==> config.mk <==
export PLATFORM = sky130hd
export DESIGN_NAME = interrupt_controller
export DESIGN_NICKNAME = d
export VERILOG_FILES = /design/src/rtl/interrupt_controller.sv
export SDC_FILE = /design/constraint.sdc
export NUM_CORES = 1
export LEC_CHECK = 0
export BUFFER_PORTS_ARGS = -buffer_cell sky130_fd_sc_hd__buf_2
export CAP_MARGIN = 20
export CORE_AREA = 8 8 58 60
export CTS_BUF_LIST = sky130_fd_sc_hd__clkbuf_4
export CTS_CLUSTER_DIAMETER = 50
export DETAILED_ROUTE_END_ITERATION = 10
export DIE_AREA = 0 0 66 68
export PLACE_DENSITY = 0.64
export SLEW_MARGIN = 0
export SYNTH_ARGS = -nofsm -noshare
export SYNTH_HDL_FRONTEND = slang
export SYNTH_SLANG_ARGS = --single-unit
==> constraint.sdc <==
create_clock -name clk -period 3.5 [get_ports clk]
set_input_delay 0.525 -clock clk [delete_from_list [all_inputs] [get_ports clk]]
set_output_delay 0.525 -clock clk [all_outputs]
set_load 0.05 [all_outputs]
==> src/rtl/interrupt_controller.sv <==
// Edge-detecting, masked, fixed-priority interrupt feeder with hold-off spacing between pulses.
// Optional macro IRQ_SYNC_EN inserts a two-flop synchronizer on irq_in ahead of edge detection.
module interrupt_controller #(
    parameter int unsigned NUM_IRQ = 4,
    parameter int unsigned IDW     = 2,
    parameter int unsigned HOLDOFF = 8
) (
    input  logic               clk,
    input  logic               reset,
    input  logic [NUM_IRQ-1:0] irq_in,
    input  logic               mask_wr,
    input  logic [NUM_IRQ-1:0] mask_data,
    input  logic               clear_wr,
    input  logic [IDW-1:0]     clear_idx,
    output logic               interrupt,
    output logic [IDW-1:0]     irq_id,
    output logic [NUM_IRQ-1:0] pending,
    output logic [NUM_IRQ-1:0] mask,
    output logic               busy
);
    localparam int unsigned CW = 8;

    typedef enum logic {
        S_IDLE = 1'b0,
        S_HOLD = 1'b1
    } state_t;

    state_t             state;
    state_t             state_nxt;
    logic [CW-1:0]      cnt;
    logic [CW-1:0]      cnt_nxt;
    logic [NUM_IRQ-1:0] irq_src;
    logic [NUM_IRQ-1:0] irq_d;
    logic [NUM_IRQ-1:0] rise;
    logic [NUM_IRQ-1:0] eligible;
    logic [NUM_IRQ-1:0] serviced;
    logic [NUM_IRQ-1:0] pending_nxt;
    logic [IDW-1:0]     winner;
    logic               fire;

`ifdef IRQ_SYNC_EN
    logic [NUM_IRQ-1:0] sync1;
    logic [NUM_IRQ-1:0] sync2;

    always_ff @(posedge clk or negedge reset) begin
        if (!reset) begin
            sync1 <= '0;
            sync2 <= '0;
        end else begin
            sync1 <= irq_in;
            sync2 <= sync1;
        end
    end

    assign irq_src = sync2;
`else
    assign irq_src = irq_in;
`endif

    // Edge history: a held level triggers only once
    always_ff @(posedge clk or negedge reset) begin
        if (!reset) begin
            irq_d <= '0;
        end else begin
            irq_d <= irq_src;
        end
    end

    assign rise     = irq_src & ~irq_d;
    assign eligible = pending & mask;
    assign busy     = (state == S_HOLD);

    // Lowest eligible index wins
    always_comb begin
        winner = '0;
        for (int i = NUM_IRQ - 1; i >= 0; i--) begin
            if (eligible[i]) winner = IDW'(i);
        end
    end

    always_ff @(posedge clk or negedge reset) begin
        if (!reset) begin
            state <= S_IDLE;
            cnt   <= '0;
        end else begin
            state <= state_nxt;
            cnt   <= cnt_nxt;
        end
    end

    always_comb begin
        state_nxt = state;
        cnt_nxt   = cnt;
        case (state)
            S_IDLE: begin
                if (eligible != '0) begin
                    state_nxt = S_HOLD;
                    cnt_nxt   = CW'(HOLDOFF - 1);
                end
            end
            S_HOLD: begin
                if (cnt == '0) state_nxt = S_IDLE;
                else           cnt_nxt   = cnt - CW'(1);
            end
            default: state_nxt = S_IDLE;
        endcase
    end

    // Pulse decision and pending update; a new rise beats any clear on the same edge
    always_comb begin
        fire        = (state == S_IDLE) && (eligible != '0);
        serviced    = '0;
        pending_nxt = pending;
        if (fire) serviced = eligible & (~eligible + NUM_IRQ'(1));
        for (int i = 0; i < NUM_IRQ; i++) begin
            if (rise[i])                                   pending_nxt[i] = 1'b1;
            else if (clear_wr && (clear_idx == IDW'(i)))   pending_nxt[i] = 1'b0;
            else if (serviced[i])                          pending_nxt[i] = 1'b0;
        end
    end

    always_ff @(posedge clk or negedge reset) begin
        if (!reset) begin
            interrupt <= 1'b0;
            irq_id    <= '0;
            pending   <= '0;
            mask      <= '0;
        end else begin
            interrupt <= fire;
            if (fire)    irq_id <= winner;
            pending <= pending_nxt;
            if (mask_wr) mask   <= mask_data;
        end
    end

endmodule

After elaboration in Yosys (flattened, before gate mapping)
Index checks and enable logic that the tools add are counted.
Cells by class
  bitwise logic cells: 6
  equal/unequal tests: 5
  reduce and logical (&&, ||, !) cells: 13
  muxes and demuxes: 23
  add/subtract/negate cells: 2
Operators with widths (number)
  8-bit two-way mux: 2
  8-bit one-hot mux with 2 select lines: 1
  1-bit two-way mux: 14
  4-bit AND: 3
  3-bit nonzero test: 4
  8-bit logical NOT: 1
  2-bit two-way mux: 4
  4-bit NOT: 2
  8-bit by 1-bit subtractor with 8-bit output (second input constant): 1
  1-bit logical AND: 5
  4-bit by 1-bit adder with 4-bit output (second input constant): 1
  2-bit == test (second input constant): 2
  4-bit two-way mux: 1
  2-bit inequality test (second input constant): 2
  4-bit nonzero test: 1
  2-bit by 1-bit == test with 1-bit output (second input constant): 1
  2-bit logical NOT: 1
  1-bit one-hot mux with 2 select lines: 1
  2-bit AND reduction: 1
  1-bit NOT: 1
Storage, ports and cells
  word-level logic and storage cells: 59
  output and inout bits: 12
  input bits: 14
  flip-flop bits (word level): 24

Logic depth before layout (Yosys ltp)
Gate-level depths: netlist (run 1).
  depth in word-level cells: 8
  gate-level depth with buffers: 7

Least setup slack after synthesis (run 1)
Ideal clock, no wire load.
  path type: reg-to-reg
  start point: register state, in the netlist busy
  end point: register cnt[4]
  arrival: 1.682 ns
  stages on the path, launching flop included: 6
  data required time: 3.421 ns
  period minus slack after synthesis: 1.761 ns
  path slack: 1.739 ns
  path through: dfrtp_1 > buf_4 > nand2_1 > or3_1 > or3_1 > a21oi_1
On the way
  longest elaborated chain between the ends: 3
RTL lines
  start, declared: line 28  | state_t state;
  start signal, assigned: line 86  | state <= state_nxt;
  1-bit NOT
  2-bit inequality test (no line)
  2-bit AND reduction (no line)
  end signal, assigned: line 87  | cnt <= cnt_nxt;
  end, declared: line 30  | logic [CW-1:0] cnt;
Several ways; a longest one is shown, not always the timed one.
A chain may end at the register's enable or synchronous reset.

Worst setup path after layout (run 1)
  start point: register state, in the netlist busy
  end point: register cnt[7]
The elaborated chain is that of the path after synthesis.

==> results.md, run 1 <==
- The antenna cell count is 0.
- The share of the core filled with cells in the final layout is 48.1%.
- After clock tree synthesis, the clock-pin slew on the worst setup and hold paths is 130 ps.
- Once placement finished, the instance area stood at 1210 sq um.
- After detailed routing, the total wire length is 2.23 mm.
- Along the worst path, the maximum fanout reaches 12.
- The number of placed cells counting well taps is 152.
- The count of synthesis-stage warnings from yosys is 0.
- In this run the tightest slew margin relative to its limit is 53.5%.
- The finished cells cover 1230 sq um.
- The number of vias per cell after detailed routing is 5.36.
- STA classifies the critical path endpoint as a flip-flop.
- The synthesized cell area is 1060 sq um.
- In this run the count of I/O pins placed on the die edge is 26.
- The fraction of final layout cells sized beyond drive strength 1 is 28.0%.
- The hold violation count in the final report came to 0.
- The maximum clock skew at final layout is 6.30 ps.
- The insertion delay of the later-clocked pin in the worst-skew pair is 320 ps.
- The tree is rooted in a clkbuf_4.
- The row count is 19.
- The number of pins exceeding their max-slew limit in the final report is 0.
- The slowest stage of the critical path is the dfrtp_1 cell.
- The kind of start point of the critical path is a flip-flop.
- The number of enable flip-flop cells after synthesis is 0.
- In the final timing run, aggregate negative setup slack is 0 ps.
- Data arrives at the worst endpoint at 1950 ps.
- Measured along the y axis, the die boundary spans 68 microns.
- The launching point of the worst reg2reg path is busy.
- The starting DRC count in detailed routing is 34.
- The measured slew at the worst slew-check pin is 697 ps.
- The post-synthesis average cell area is 10.8 sq um.
- Power spread over the standard cell area amounts to 731 nW/um^2.
- The layout has 253 filler cells.
- The number of buffers inserted to repair setup after CTS is 0.
- The width of the chip is 66 microns.
- Across the VDD grid, the largest voltage drop is 393 uV.
- Counting cells, the worst reg-to-reg path comes to 4.
- The type of the worst min-delay path is primary input to async pin.
- TritonCTS built the clock tree.
- For this run, the top clock speed supported by timing is 0.568 GHz.
- In this run the number of H-tree levels came out at 1.
- The time the worst path needs with I/O delays and setup is 1760 ps.
- The worst setup slack for register-to-register paths is 1740 ps.
- Synthesis produced a netlist with a net count of 114.
- The final critical-path setup slack is 1740 ps.
- Synthesis inferred 24 register bits.
- The share of the clock period used by the worst path is 50.3%.
- For this run, the detailed router's first-pass iteration total came to 4.
- In this run the critical register-to-register path is captured at cnt[7].
- The overflow left after global routing is 0.
- Entering global routing, the biggest net connects 25 pins.
- The tree built by TritonCTS fans out to 24 sinks.
- The filler-free cell count of the finished design is 156.
- The stage delay of the slowest cell on the critical path is 550 ps.
- Together, buffers and inverters on the worst path number 0.
- The first-pass GRT wire length is 3.97 mm.
- Broken down by cell family, the worst path's largest delay share belongs to simple AND/OR/NAND/NOR gates.
- The net count of the finished layout is 142.
- The weighted congestion reported at the end of routability-driven placement is 0.809.
- The number of antenna violations at the first check in global routing is 0.
- The flow ran to the end, and the final reports show no timing, DRC or antenna violations.
- Setup repair after global routing left no endpoint under its margin.
- The post-layout total power is 902 uW.
- The post-detailed-route count of antenna-violating nets is 0.
- The number of gates resized after cts is 0.
- In the synthesized netlist the dominant register cell turns out to be dfrtp_1.
- The count of cell types in the netlist is 33.
- The clock buffer count from CTS is 3.
- Counting along the longest clock path gives a buffer depth of 2.
- The analysis attributes to cell leakage a power of 0.573 nW.
- The number of buffers inserted by hold repair at cts is 0.
- The count of buffers inserted at the top-level ports is 25.
- The via count of the first global-routing pass is 894.
- Synthesis produced 98 cells.
- The critical path class is flip-flop to flip-flop.
- The final routed DRC violation total is 0.
- The critical path goes through or3b_2, nor4_1, mux2i_1, nor2_1.
- Across all hold checks on the routed design, the worst slack comes to 161 ps.
- The core area is 2570 sq um.
- The data required time at the worst endpoint is 3690 ps.
- Setup violations remaining at the end of the flow were counted as 0.
- The worst setup timing slack at the placement stage is 1780 ps.
- The portion of the post-synthesis area used by sequential elements is 56.5%.
- The placed wire-length estimate is 1.69 mm.
- The detailed router placed 836 vias in this run.
- Across every metal layer, demand over resource in global routing totals 11.6%.
- The count of maximum capacitance violations is 0.
- The die covers 4490 sq um.
- The share of async-settable or async-resettable flops after synthesis is 100%.
- The average routed wire per standard cell is 14.3 microns.
- Once the floorplan was initialized, standard cells occupied 41.4% of the core.
- The area growth from synthesis to layout is 16.1%.
[per-layer routing]
metal | GRT usage, % | vias to the layer above | share of wire [%]
li1 | - | 408 | -
met4 | 6.40 | 0 | 2.2
met2 | 19.2 | 24 | 48
met1 | 12.8 | 399 | 43
met5 | 0 | - | 0
met3 | 4.26 | 5 | 6.0
[area by class of cell]
type                            instances  area (sq um)  share of cell area (%)
Clock buffer                            3          22.5                    1.83
Clock inverter                          1          3.75                   0.304
Inverter                                9          33.8                    2.74
Multi-Input combinational cell         63           409                    33.2
Sequential cell                        24           601                    48.7
Tap cell                               31          38.8                    3.14
Timing Repair Buffer                   25           125                    10.1
[synthesized netlist by cell type, drive strengths merged (2+ instances only)]
library cell  number  area, sq um
dfrtp             24          601
inv                9         33.8
nand2              9         33.8
o21ai              7         35.0
or3                5         32.5
a21oi              4         20.0
nor2               4         15.0
a22oi              3         22.5
nand3              3         15.0
o22a               3         28.8
buf                2         18.8
ha                 2         25.0
mux2               2         22.5
nor3b              2         15.0
nor4               2         12.5
o211ai             2         15.0
o22ai              2         12.5
[flip-flops by register name, indices dropped and copies added, names as in the netlist]
signal     count
interrupt      1
pending        4
irq_d          4
busy           1
mask           4
cnt            8
irq_id         2
[worst max-delay path by stage]
stage	start	to	slack (ps)	cells after the start
finish	busy	cnt[7]	1740	4
global route	busy	cnt[7]	1590	4
CTS	cnt[0]	cnt[3]	1740	6
detailed placement	cnt[0]	cnt[3]	1780	6
global placement	busy	cnt[7]	1840	4
floorplan	busy	cnt[4]	1740	5
[cell families after synthesis]
logic type,count (synthesis),share of synthesized area [%]
AO/OA/AOI/OAI,27,17.3
XOR/XNOR,1,0.825
adder cells (fa/ha/maj),2,2.36
buffers and inverters,11,4.95
flip-flops,24,56.5
multiplexers,3,3.06
AND/OR/NAND/NOR,30,15.0
[power by group]
part,internal (mW),total [mW],switching [mW]
combinational,0.135,0.351,0.216
clock,0.0418,0.123,0.0811
sequential,0.352,0.428,0.0758
total,0.530,0.902,0.373
[layout by cell type (no fill, tap or decap), drive strengths merged, types with 2 or more instances in the layout]
cell	netlist	layout
buf	2	25
dfrtp	24	24
inv	9	9
nand2	9	9
o21ai	7	7
or3	5	5
a21oi	4	4
nor2	4	4
a22oi	3	3
nand3	3	3
clkbuf	0	3
o22a	3	3
nor4	2	2
nor3b	2	2
mux2	2	2
o22ai	2	2
o211ai	2	2
ha	2	2
(Power assumes the default switching activity.)
==> run 2, diff against run 1 <==
- clock period: 3.5 -> 1.65 ns (I/O delays scaled with it)
==> results.md, run 2 (same netlist as run 1, synthesis figures left out) <==
- The measured slew at the worst slew-check pin is 541 ps (-156 ps).
- The via count of the first global-routing pass came to 951 (+6.4%).
- The CTS tree is built.
- The count of buffers inserted at the top-level ports is 25 (unchanged).
- The share of the clock period used by the worst path is 95.6% (+45 points).
- The count of maximum capacitance violations came to 0 (unchanged).
- The overflow left after global routing came to 0 (unchanged).
- The final routed DRC violation total is 0 (unchanged).
- The largest net degree at the start of global routing is 25 (unchanged).
- Compared with the post-synthesis result, the final layout area differs by 30.0%.
- The number of buffers and inverters on the critical path was 1 (+1).
- The starting DRC count in detailed routing is 30 (-12%).
- The share of the core filled with cells in the final layout is 53.8% (+5.8 points).
- The power density normalized to cell area was 1640 nW/um^2 (+120%).
- Leaving out fill and tap cells, the most frequent cell in the layout is buf_2.
- The core area is 2570 sq um (unchanged).
- The first-pass GRT wire length was 4.12 mm (+3.8%).
- The average routed wire per standard cell is 14.5 microns (+1.6%).
- The stage delay of the slowest cell on the critical path is 410 ps (-140 ps).
- The cell with the largest stage delay on the worst path is dfrtp_1.
- The number of fill cells in the layout is 233 (-7.9%).
- The number of pins exceeding their max-slew limit in the final report was 0 (unchanged).
- The row count is 19 (unchanged).
- The hold violation count in the final report is 0 (unchanged).
- The global routing usage summed across all routing layers came to 11.6% (about the same).
- The post-CTS clock slew at the launch and capture registers of the worst setup and hold paths came to 140 ps (about the same).
- The clock buffer count from CTS is 3 (unchanged).
- The leakage power summed over all cells was 0.633 nW (+10%).
- The flow ran to the end, and the final reports show no timing, DRC or antenna violations.
- The worst supply voltage drop on vdd came to 786 uV (+100%).
- The maximum clock skew at final layout is 6.57 ps (+0.271 ps).
- The weighted congestion reported at the end of routability-driven placement is 0.714 (-12%).
- The post-detailed-routing wire length is 2.39 mm (+7.5%).
- The time the worst path needs with I/O delays and setup came to 1580 ps (-185 ps).
- The remaining max-slew budget at the tightest pin came to 63.9% (+10 points).
- The filler-free cell count of the finished design is 165 (+5.8%).
- The net count reported at finish is 151 (+6.3%).
- The width of the chip is 66 microns (unchanged).
- The kind of start point of the critical path is a flip-flop.
- The number of antenna violations at the first check in global routing is 0 (unchanged).
- The root buffer cell chosen for the clock tree is clkbuf_4.
- The post-detailed-route count of antenna-violating nets came to 0 (unchanged).
- The total vias in the final route is 880 (+5.3%).
- The critical-path maximum fanout is 6 (-6).
- The largest buffer count on any clock path is 2 (unchanged).
- The depth of the CTS H-tree is 1 (unchanged).
- The total number of clock tree sinks is 24 (unchanged).
- The I/O pin count was 26 (unchanged).
- The number of flip-flops under the largest register name is 8 (unchanged).
- The critical path is of the flip-flop to flip-flop type.
- The initial cell density of the core is 41.4% (unchanged).
- The signal on the critical path passes through inv_2, ha_2, nor3b_2, and2_4, or4_1, a21oi_1.
- The category of the worst setup path capture point is a flip-flop.
- The die boundary height was 68 microns (unchanged).
- The full die area is 4490 sq um (unchanged).
- The register bank with the most flops is cnt.
- The placed wire-length estimate was 1.81 mm (+7.4%).
- The number of placed cells counting well taps was 158 (+3.9%).
- The fraction of final layout cells sized beyond drive strength 1 is 44.0% (+16 points).
- The min-delay analysis places its worst path in the category primary input to flip-flop.
- The number of optimization iterations in the first detailed-route pass is 3 (-1).
- The arrival time at the worst endpoint is 1820 ps (-130 ps).
- The library cells used most frequently in the layout, excluding fill and tap cells, are buf_2 (25), dfrtp_1 (22), nand2_1 (8), buf_4 (8).
- The data required time at the worst endpoint is 1900 ps (-1790 ps).
- Grouping stages by cell kind, the critical path spends the most delay in simple AND/OR/NAND/NOR gates.
- The antenna cell count was 0 (unchanged).
- The final setup violation count is 0 (unchanged).
- The insertion delay of the later-clocked pin in the worst-skew pair was 310 ps (about the same).
- The highest clock frequency the design can meet is 0.634 GHz (+12%).
- The number of vias per cell after detailed routing is 5.33 (-0.48%).
-- run 2: area by class of cell --
cell class,instances,area (sq um),area share (%)
Timing Repair Buffer,34,195,14.1
Clock inverter,1,30.0,2.17
Sequential cell,24,603,43.7
Clock buffer,3,22.5,1.63
Tap cell,31,38.8,2.81
Multi-Input combinational cell,63,458,33.2
Inverter,9,33.8,2.45
-- run 2: report_power, final --
part           total (mW)  leakage, nW  switching [mW]  internal, mW
clock network       0.423       0.0279           0.178         0.245
logic               0.917        0.325           0.515         0.403
registers           0.926        0.280           0.175         0.751
-- run 2: per-stage QoR --
step	area (sq um)	TNS, ps	power [mW]	hold WS, ps	setup WS, ps
6_report	1380	0	2.27	40.0	72.8
5_1_grt	1380	-4.90	2.42	6.85	-4.90
4_1_cts	1330	0	2.20	25.4	20.1
3_5_place_dp	1260	-81.6	1.75	264	-31.2
3_3_place_gp	1260	0	1.72	259	43.4
2_1_floorplan	1070	0	1.49	-48.1	17.1
-- run 2: repair_timing --
action | 4_1_cts | 5_1_grt
hold endpoints to repair | 24 | 0
hold buffers | 1 | 0
pin swaps | 0 | 2
gates resized for setup | 2 | 13
endpoints found under the setup margin | 4 | 7
buffers inserted | 1 | 1
-- run 2: worst paths after layout --
check                          start    endpoint  slack, ps  cells past startpoint
max                           cnt[0]      cnt[3]         70                      6
min                        irq_in[1]    irq_d[1]         40                      1
max reg2reg                   cnt[0]      cnt[3]         70                      6
min reg2reg                 irq_d[2]  pending[2]        430                      1
max in group asynchronous      reset        busy        830                      2
min in group asynchronous      reset      cnt[6]        430                      2
-- run 2: per-layer routing --
metal,wire [microns],global-route usage [%],vias to the layer above
li1,-,-,428
met3,106,3.44,2
met5,0,0,-
met1,1030,12.4,430
met4,19,4.53,0
met2,1230,21.2,20
